==> src/rtl/uart_echo_endpoint.sv <==
// uart_echo_endpoint
//   Echoes bytes received on an Avalon-ST sink back out of an Avalon-ST
//   source. Good bytes are optionally upcased and queued in a small FIFO.
//   Error beats are dropped and counted. Every 0x0D sent out is followed by
//   an inserted 0x0A.
//
// Parameters
//   DEPTH  : receive FIFO depth in bytes (power of two, >= 2)
//   UPCASE : 1 = map ASCII 'a'..'z' to 'A'..'Z' before queueing
//
// Ports
//   clk             : single clock, rising edge
//   reset           : asynchronous, active-high
//   from_uart_data  : sink byte
//   from_uart_error : sink framing/parity error for this beat
//   from_uart_valid : sink valid
//   from_uart_ready : sink ready (registered)
//   to_uart_data    : source byte (registered)
//   to_uart_error   : always 0
//   to_uart_valid   : source valid (registered)
//   to_uart_ready   : source ready
//   fifo_level      : bytes held in the FIFO, excluding the output register
//   err_count       : saturating count of discarded error beats
module uart_echo_endpoint #(
  parameter int DEPTH  = 8,
  parameter int UPCASE = 1
) (
  input  logic                     clk,
  input  logic                     reset,
  input  logic [7:0]               from_uart_data,
  input  logic                     from_uart_error,
  input  logic                     from_uart_valid,
  output logic                     from_uart_ready,
  output logic [7:0]               to_uart_data,
  output logic                     to_uart_error,
  output logic                     to_uart_valid,
  input  logic                     to_uart_ready,
  output logic [$clog2(DEPTH):0]   fifo_level,
  output logic [7:0]               err_count
);

  localparam int AW = $clog2(DEPTH);
  localparam int LW = AW + 1;

  localparam logic [7:0] CR = 8'h0D;
  localparam logic [7:0] LF = 8'h0A;

  typedef enum logic [1:0] {
    S_EMPTY,
    S_DATA,
    S_LF
  } state_e;

  function automatic logic [7:0] upcase(input logic [7:0] b);
    if ((UPCASE != 0) && (b >= 8'h61) && (b <= 8'h7A)) begin
      return b - 8'h20;
    end
    return b;
  endfunction

  function automatic logic [7:0] sat_inc8(input logic [7:0] v);
    return (v == 8'hFF) ? v : v + 8'd1;
  endfunction

  logic [7:0]    mem_q [DEPTH];
  logic [AW-1:0] wr_ptr_q;
  logic [AW-1:0] rd_ptr_q;
  logic [LW-1:0] level_q;
  logic [LW-1:0] level_d;
  logic          ready_q;
  logic [7:0]    err_q;
  state_e        state_q;
  logic [7:0]    data_q;
  logic          valid_q;

  logic          sink_acc;
  logic          push;
  logic          err_beat;
  logic          src_acc;
  logic          nonempty;
  logic          pop;
  logic [7:0]    head;

  assign sink_acc = from_uart_valid & ready_q;
  assign push     = sink_acc & ~from_uart_error;
  assign err_beat = sink_acc & from_uart_error;
  assign src_acc  = valid_q & to_uart_ready;
  assign nonempty = (level_q != '0);
  assign head     = mem_q[rd_ptr_q];

  // The head is only taken when the output register is free: from EMPTY,
  // or when the current byte leaves and no LF has to be inserted after it.
  always_comb begin
    pop = 1'b0;
    case (state_q)
      S_EMPTY: pop = nonempty;
      S_DATA:  pop = src_acc && (data_q != CR) && nonempty;
      S_LF:    pop = src_acc && nonempty;
      default: pop = 1'b0;
    endcase
  end

  always_comb begin
    level_d = level_q;
    if (push && !pop) begin
      level_d = level_q + LW'(1);
    end else if (!push && pop) begin
      level_d = level_q - LW'(1);
    end
  end

  // FIFO storage holds data only; it needs no reset because the pointers
  // and level define what is valid.
  always_ff @(posedge clk) begin
    if (push) begin
      mem_q[wr_ptr_q] <= upcase(from_uart_data);
    end
  end

  // Pointers, level, sink ready and error counter. Ready looks at the
  // post-edge level, so a full FIFO refuses a push even if it pops that cycle.
  always_ff @(posedge clk or posedge reset) begin
    if (reset) begin
      wr_ptr_q <= '0;
      rd_ptr_q <= '0;
      level_q  <= '0;
      ready_q  <= 1'b0;
      err_q    <= '0;
    end else begin
      if (push) begin
        wr_ptr_q <= wr_ptr_q + AW'(1);
      end
      if (pop) begin
        rd_ptr_q <= rd_ptr_q + AW'(1);
      end
      level_q <= level_d;
      ready_q <= (level_d < LW'(DEPTH));
      if (err_beat) begin
        err_q <= sat_inc8(err_q);
      end
    end
  end

  // Output FSM with registered data/valid.
  always_ff @(posedge clk or posedge reset) begin
    if (reset) begin
      state_q <= S_EMPTY;
      data_q  <= '0;
      valid_q <= 1'b0;
    end else begin
      case (state_q)
        S_EMPTY: begin
          if (pop) begin
            state_q <= S_DATA;
            data_q  <= head;
            valid_q <= 1'b1;
          end
        end
        S_DATA: begin
          if (src_acc) begin
            if (data_q == CR) begin
              state_q <= S_LF;
              data_q  <= LF;
              valid_q <= 1'b1;
            end else if (pop) begin
              state_q <= S_DATA;
              data_q  <= head;
              valid_q <= 1'b1;
            end else begin
              state_q <= S_EMPTY;
              valid_q <= 1'b0;
            end
          end
        end
        S_LF: begin
          if (src_acc) begin
            if (pop) begin
              state_q <= S_DATA;
              data_q  <= head;
              valid_q <= 1'b1;
            end else begin
              state_q <= S_EMPTY;
              valid_q <= 1'b0;
            end
          end
        end
        default: begin
          state_q <= S_EMPTY;
          valid_q <= 1'b0;
        end
      endcase
    end
  end

  assign from_uart_ready = ready_q;
  assign to_uart_data    = data_q;
  assign to_uart_valid   = valid_q;
  assign to_uart_error   = 1'b0;
  assign fifo_level      = level_q;
  assign err_count       = err_q;

endmodule

==> config.mk <==
export PLATFORM = sky130hd
export DESIGN_NAME = uart_echo_endpoint
export DESIGN_NICKNAME = d
export VERILOG_FILES = /design/src/rtl/uart_echo_endpoint.sv
export SDC_FILE = /design/constraint.sdc
export NUM_CORES = 1
export LEC_CHECK = 0
export CAP_MARGIN = 20
export CORE_ASPECT_RATIO = 1.4
export CORE_MARGIN = 3
export CORE_UTILIZATION = 52
export DETAILED_ROUTE_END_ITERATION = 8
export GPL_ROUTABILITY_DRIVEN = 0
export HOLD_SLACK_MARGIN = 0.05
export PLACE_DENSITY_LB_ADDON = 0.2
export SYNTH_ARGS = -nofsm -noshare
export SYNTH_HDL_FRONTEND = slang
export SYNTH_SLANG_ARGS = --single-unit
==> constraint.sdc <==
create_clock -name clk -period 2.6 [get_ports clk]
set_clock_uncertainty 0.05 [all_clocks]
set_input_delay 0.52 -clock clk [delete_from_list [all_inputs] [get_ports clk]]
set_output_delay 0.52 -clock clk [all_outputs]
set_load 0.02 [all_outputs]
==> Yosys cells after proc, flatten, opt, wreduce, memory -nomap -nowiden <==
Memories as Yosys holds them, arrays and structs flattened.
Cells that the tools add are included.
{ "classes": {"n_addsub": 6, "n_lt_le_gt_ge": 3, "eq_ne": 8, "mux": 27, "bitwise": 6, "n_reduce_logical": 14} }
{ "op_table": {"columns": ["cell", "n"], "rows": [
  ["$mux 8", 7],
  ["$pmux 8 s3", 1],
  ["$mux 1", 10],
  ["$add 8x1->8 const B", 1],
  ["$eq 8x4->1 const B", 1],
  ["$eq 8x8->1 const B", 1],
  ["$ge 8x7->1 const B", 1],
  ["$le 8x7->1 const B", 1],
  ["$mux 2", 4],
  ["$mux 4", 2],
  ["$ne 8x4->1 const B", 1],
  ["$sub 8x6->8 const B", 1],
  ["$add 3x1->3 const B", 2],
  ["$logic_and 1x1->1", 6],
  ["$ne 2x2->1 const B", 3],
  ["$pmux 1 s3", 2],
  ["$pmux 2 s3", 1],
  ["$reduce_and 3->1", 2],
  ["$add 4x1->4 const B", 1],
  ["$and 1x1->1", 4],
  ["$lt 4x4->1 const B", 1],
  ["$reduce_bool 4->1", 1],
  ["$sub 4x1->4 const B", 1],
  ["$reduce_bool 3->1", 1],
  ["other kinds (6)", 8]
]} }
{ "totals": {"register_bits": 30, "ram_bits": 64, "in_bits": 13, "wordCells": 73, "memories": 1} }
{ "memory_table": {"columns": ["memory", "depth", "width", "read_ports", "rd_ports_with_merged_regs", "write_ports", "line_no", "text"], "rows": [
  ["mem_q", 8, 8, 1, 0, 1, "65", "logic [7:0] mem_q [DEPTH];"]
]} }

==> Logic depth before layout (Yosys ltp) <==
{ "depth": {"word_depth": 8, "ltp_mapped": 11, "ltp_nobuf": 11} }

==> Worst setup path after synthesis <==
Ideal clock, no wire load.
{ "synth_timing": {"path_kind": "reg2reg", "from": "register level_q[0], in the netlist fifo_level[0]", "to": "register ready_q, in the netlist from_uart_ready", "setup_ns": 0.121, "arrival_time_ns": 2.446, "slack_ns": -0.017, "path_stages_with_launch": 12, "n_path_buf": 0, "period_less_slack_ns": 2.617, "path_cell_list": "dfrtp_1 -> inv_1 -> ha_1 -> nor3b_4 -> nor3_2 -> and2_2 -> inv_2 -> ha_1 -> nand2b_1 -> o41ai_1 -> xor2_1 -> inv_1"} }
{ "synth_via": {"elab_chain_len": 7} }
{ "synth_rtl": {"columns": ["item", "line_no", "text"], "rows": [
  ["start: declaration", "68", "logic [LW-1:0] level_q;"],
  ["start signal: assignment", "136", "level_q <= level_d;"],
  ["$reduce_bool 4->1", "88", "assign nonempty = (level_q != '0);"],
  ["$logic_and 1x1->1 (on tied branches)", "98, 97", null],
  ["$pmux 1 s3", "95", "case (state_q)"],
  ["$logic_and 1x1->1 or $logic_not 1->1 (tied branches)", "107, 105", null],
  ["$mux 4 or $logic_and 1x1->1 (tied branches)", "107, 105", null],
  ["$mux 4 (*)", "105", "if (push && !pop) begin"],
  ["via level_d[3]", "69", "logic [LW-1:0] level_d;"],
  ["$lt 4x4->1 (*)", "137", "ready_q <= (level_d < LW'(DEPTH));"],
  ["end signal: assignment", "137", null],
  ["end: declaration", "70", "logic ready_q;"]
]} }
Mark *: on every way through the listed nets, which the timed path passes. The rest lies on a longest branch.
A chain may end at the register's enable or synchronous reset.

==> Worst setup path in the final report <==
{ "layout_timing": {"from": "register state_q[0]", "to": "register level_q[2], in the netlist fifo_level[2]"} }
{ "layout_via": {"elab_chain_len": 5} }
{ "layout_rtl": {"columns": ["item", "line_no", "text"], "rows": [
  ["start: declaration", "72", "state_e state_q;"],
  ["start signal: assignment", "147", "state_q <= S_EMPTY;"],
  ["start signal: assignment", "154", "state_q <= S_DATA;"],
  ["start signal: assignment", "162", "state_q <= S_LF;"],
  ["$eq 2x2->1 (tied with other cells)", "95", null],
  ["$pmux 1 s3 (*)", "95", null],
  ["$logic_and 1x1->1 or $logic_not 1->1 (tied branches)", "107, 105", null],
  ["$mux 4 or $logic_and 1x1->1 (tied branches)", "107, 105", null],
  ["$mux 4 (*)", "105", null]
]} }
Mark *: on every way between the ends. The rest lies on a longest branch, timed or not.

==> run metrics <==
Worst Path Arrival=2.58 ns; GRT Residual Overflow=0; final setup TNS=0 ns; Main synth FF type=edfxtp_1; status=complete, no violations; CTS Buffer Depth=2; worst reg2reg path depth=12; Pwr Density=670 nW/um^2; YS warnings=0; hold path startpoint=err_count[4]$_DFFE_PP0P_; Final Hold Fails=0; leakage power=0.00185 uW; crit end category=flip-flop; most frequent cells in the layout=edfxtp_1, clkdlybuf4s50_1, dfrtp_1; Multi-input gate area=1380 um^2; worst min-delay path class=reg -> reg; main combinational cell family by area after synthesis=multiplexers; CTS tree=yes; Synth Area in Adders=3.94%; H-tree lvl count=3; multiplexer share of the synthesized area=11.8%; row cnt=37; Tmin final=2.39 ns; maxcap violations=0; starting density of the core=54.8%; CTS buffer count=9; # port buffers=34; HPWL Detailed=5300 um; CP Launch Point=state_q[0]$_DFFE_PP0P_; fin crit share=91.9%; Slew @ Worst Pin=0.777 ns; Worst VDD drop=0.512 mV; critical path data required time=2.79 ns; Netlist Area Pre-Place=4130 um^2; core footprint=7550 um^2; Mapped Nets=284; commonest non-fill, non-tap cell in the layout=edfxtp_1; Mapped Cells=258; worst-path maximum fanout=4; initial antenna violation count=0; Max Fclk=418 MHz; Detailed Routing Iterations Pass 1=4; library cells used by synthesis=53; routed vias/inst=5.64; antenna viol nets, final=0; WL final=7530 um; io pins=36; layout cells sized above 1=22.9%; vias in the first global route=2397; unrepaired setup endpoints after global routing=no; setup bufs post-CTS=0; DRT iter0 DRCs=102; CP endpoint=fifo_level[2]$_DFFE_PP0P_; first-pass GRT wire length=12300 um; Clock Latency Late Sink=0.36 ns; clk root buf=clkbuf_8; Avg Cell Area, Syn=16.0 um^2; Yosys reg bits=94; number of synthesized flops with an enable pin=64; DRC errors left=0; pin count of the biggest net entering global routing=31; FILL cells=528; die span in x=81.3 um; post-synthesis compound-gate area fraction=5.88%; height of the chip=111 um; # setup viols final=0; total routing usage reported by global routing=18.5%; FF/Latch Area=2670 um^2; DIE AREA=9070 um^2; diode count=0; Setup Crit Path Kind=reg -> reg; final-report max-slew violation count=0; clock slew at reported path FFs=0.09 ns; register area share after synthesis=64.7%; r2r setup slk=0.21 ns; Post-Synth Simple-Gate Area=9.06%; Syn-to-layout area delta=20.8%; Post-layout nets=349; post-DR wirelength/cell=17.7 um; clk sinks=94; asr flop ratio synth=31.9%; via count=2397; FF-to-FF End=fifo_level[2]$_DFFE_PP0P_; xor/xnor share of the synthesized area=2.54%; Max-slew headroom=48.2%; hold slack=0.447 ns; FF-to-FF Start=state_q[0]$_DFFE_PP0P_; CP Launch Type=flip-flop
[Yosys cell counts (4+ instances only)]
cell | n | area share (%)
dfrtp_1 | 30 | 18
mux2i_1 | 8 | 1.9
nor2_1 | 9 | 0.82
ha_1 | 13 | 3.9
mux4_2 | 16 | 8.7
xnor2_1 | 10 | 2.1
nand4_1 | 5 | 0.76
edfxtp_1 | 64 | 47
nand3_1 | 7 | 0.85
nand2b_1 | 4 | 0.61
nand2_1 | 12 | 1.1
nor3_1 | 5 | 0.61
o2bb2ai_1 | 6 | 1.3
inv_1 | 12 | 1.1
[worst min-delay path by stage]
stage | endpoint | slack (ns) | cells after the start
floorplan | wr_ptr_q[2]$_DFFE_PP0P_ | 0.48 | 1
global placement | err_count[4]$_DFFE_PP0P_ | 0.43 | 1
detailed placement | err_count[4]$_DFFE_PP0P_ | 0.44 | 1
CTS | err_count[4]$_DFFE_PP0P_ | 0.45 | 1
global route | err_count[4]$_DFFE_PP0P_ | 0.47 | 1
finish | err_count[4]$_DFFE_PP0P_ | 0.45 | 1
[report_power, final]
part | internal (uW) | leakage, uW | switching, uW
Clock | 495 | 0.0000992 | 483
Sequential | 1750 | 0.000962 | 118
Combinational | 243 | 0.000792 | 254
[worst max-delay path, cell delays in order (launching register included)]
cell,delay [ns]
dfrtp_1,0.42
inv_1,0.10
ha_1,0.32
a31oi_1,0.21
nor3_2,0.06
and2_2,0.20
buf_4,0.13
ha_1,0.19
nand2b_1,0.12
buf_4,0.12
nor2_1,0.03
o31ai_1,0.21
o31ai_1,0.10
[registers in the layout, indices dropped and copies added (netlist names)]
| register | count |
|---|---|
| mem_q | 64 |
| err_count | 8 |
| to_uart_data | 8 |
| fifo_level | 4 |
| rd_ptr_q | 3 |
| wr_ptr_q | 3 |
| state_q | 2 |
| from_uart_ready | 1 |
| to_uart_valid | 1 |
[stage by stage]
step           utilization (%)  setup WS, ns  std cells  power, uW  area, um^2
2_1_floorplan                -        0.0111        258       2160        4130
3_3_place_gp              63.3        0.0586        409       2390        4770
3_5_place_dp              63.3      0.000282        409       2400        4770
4_1_cts                   66.0         0.170        425       3380        4980
5_1_grt                   66.1        0.0609        425       3520        4990
6_report                  66.1         0.210        425       3340        4990
[metal layers]
layer / vias up / routed length (um) / global-route usage (%)
li1: 1124 / - / -
met1: 1222 / 3070 / 22.6
met2: 42 / 4060 / 31.4
met3: 9 / 277 / 3.96
met4: 0 / 123 / 7.10
met5: - / 0 / 0
[cell families (layout without fill, tap and decap cells)]
family          count (synthesis)  after routing
buf+inv                        20             90
flops                          94             94
xor+xnor                       12             12
other cells                     1              1
simple gates                   62             62
mux                            28             28
compound gates                 28             28
fa+ha+maj                      13             13
[repair_timing]
action / 4_1_cts / 5_1_grt
setup endpoints to repair: 0 / 1
resized for setup: 0 / 1
hold buffers: 0 / 0
[cell type report]
| class | instances | share of cell area (%) |
|---|---|---|
| Clock inverter | 5 | 1.15 |
| Tap cell | 97 | 2.43 |
| Clock buffer | 11 | 3.03 |
| Timing Repair Buffer | 61 | 11.1 |
| Inverter | 13 | 0.978 |
| Multi-Input combinational cell | 144 | 27.7 |
| Sequential cell | 94 | 53.6 |
Power figures use the tool's default switching activity.
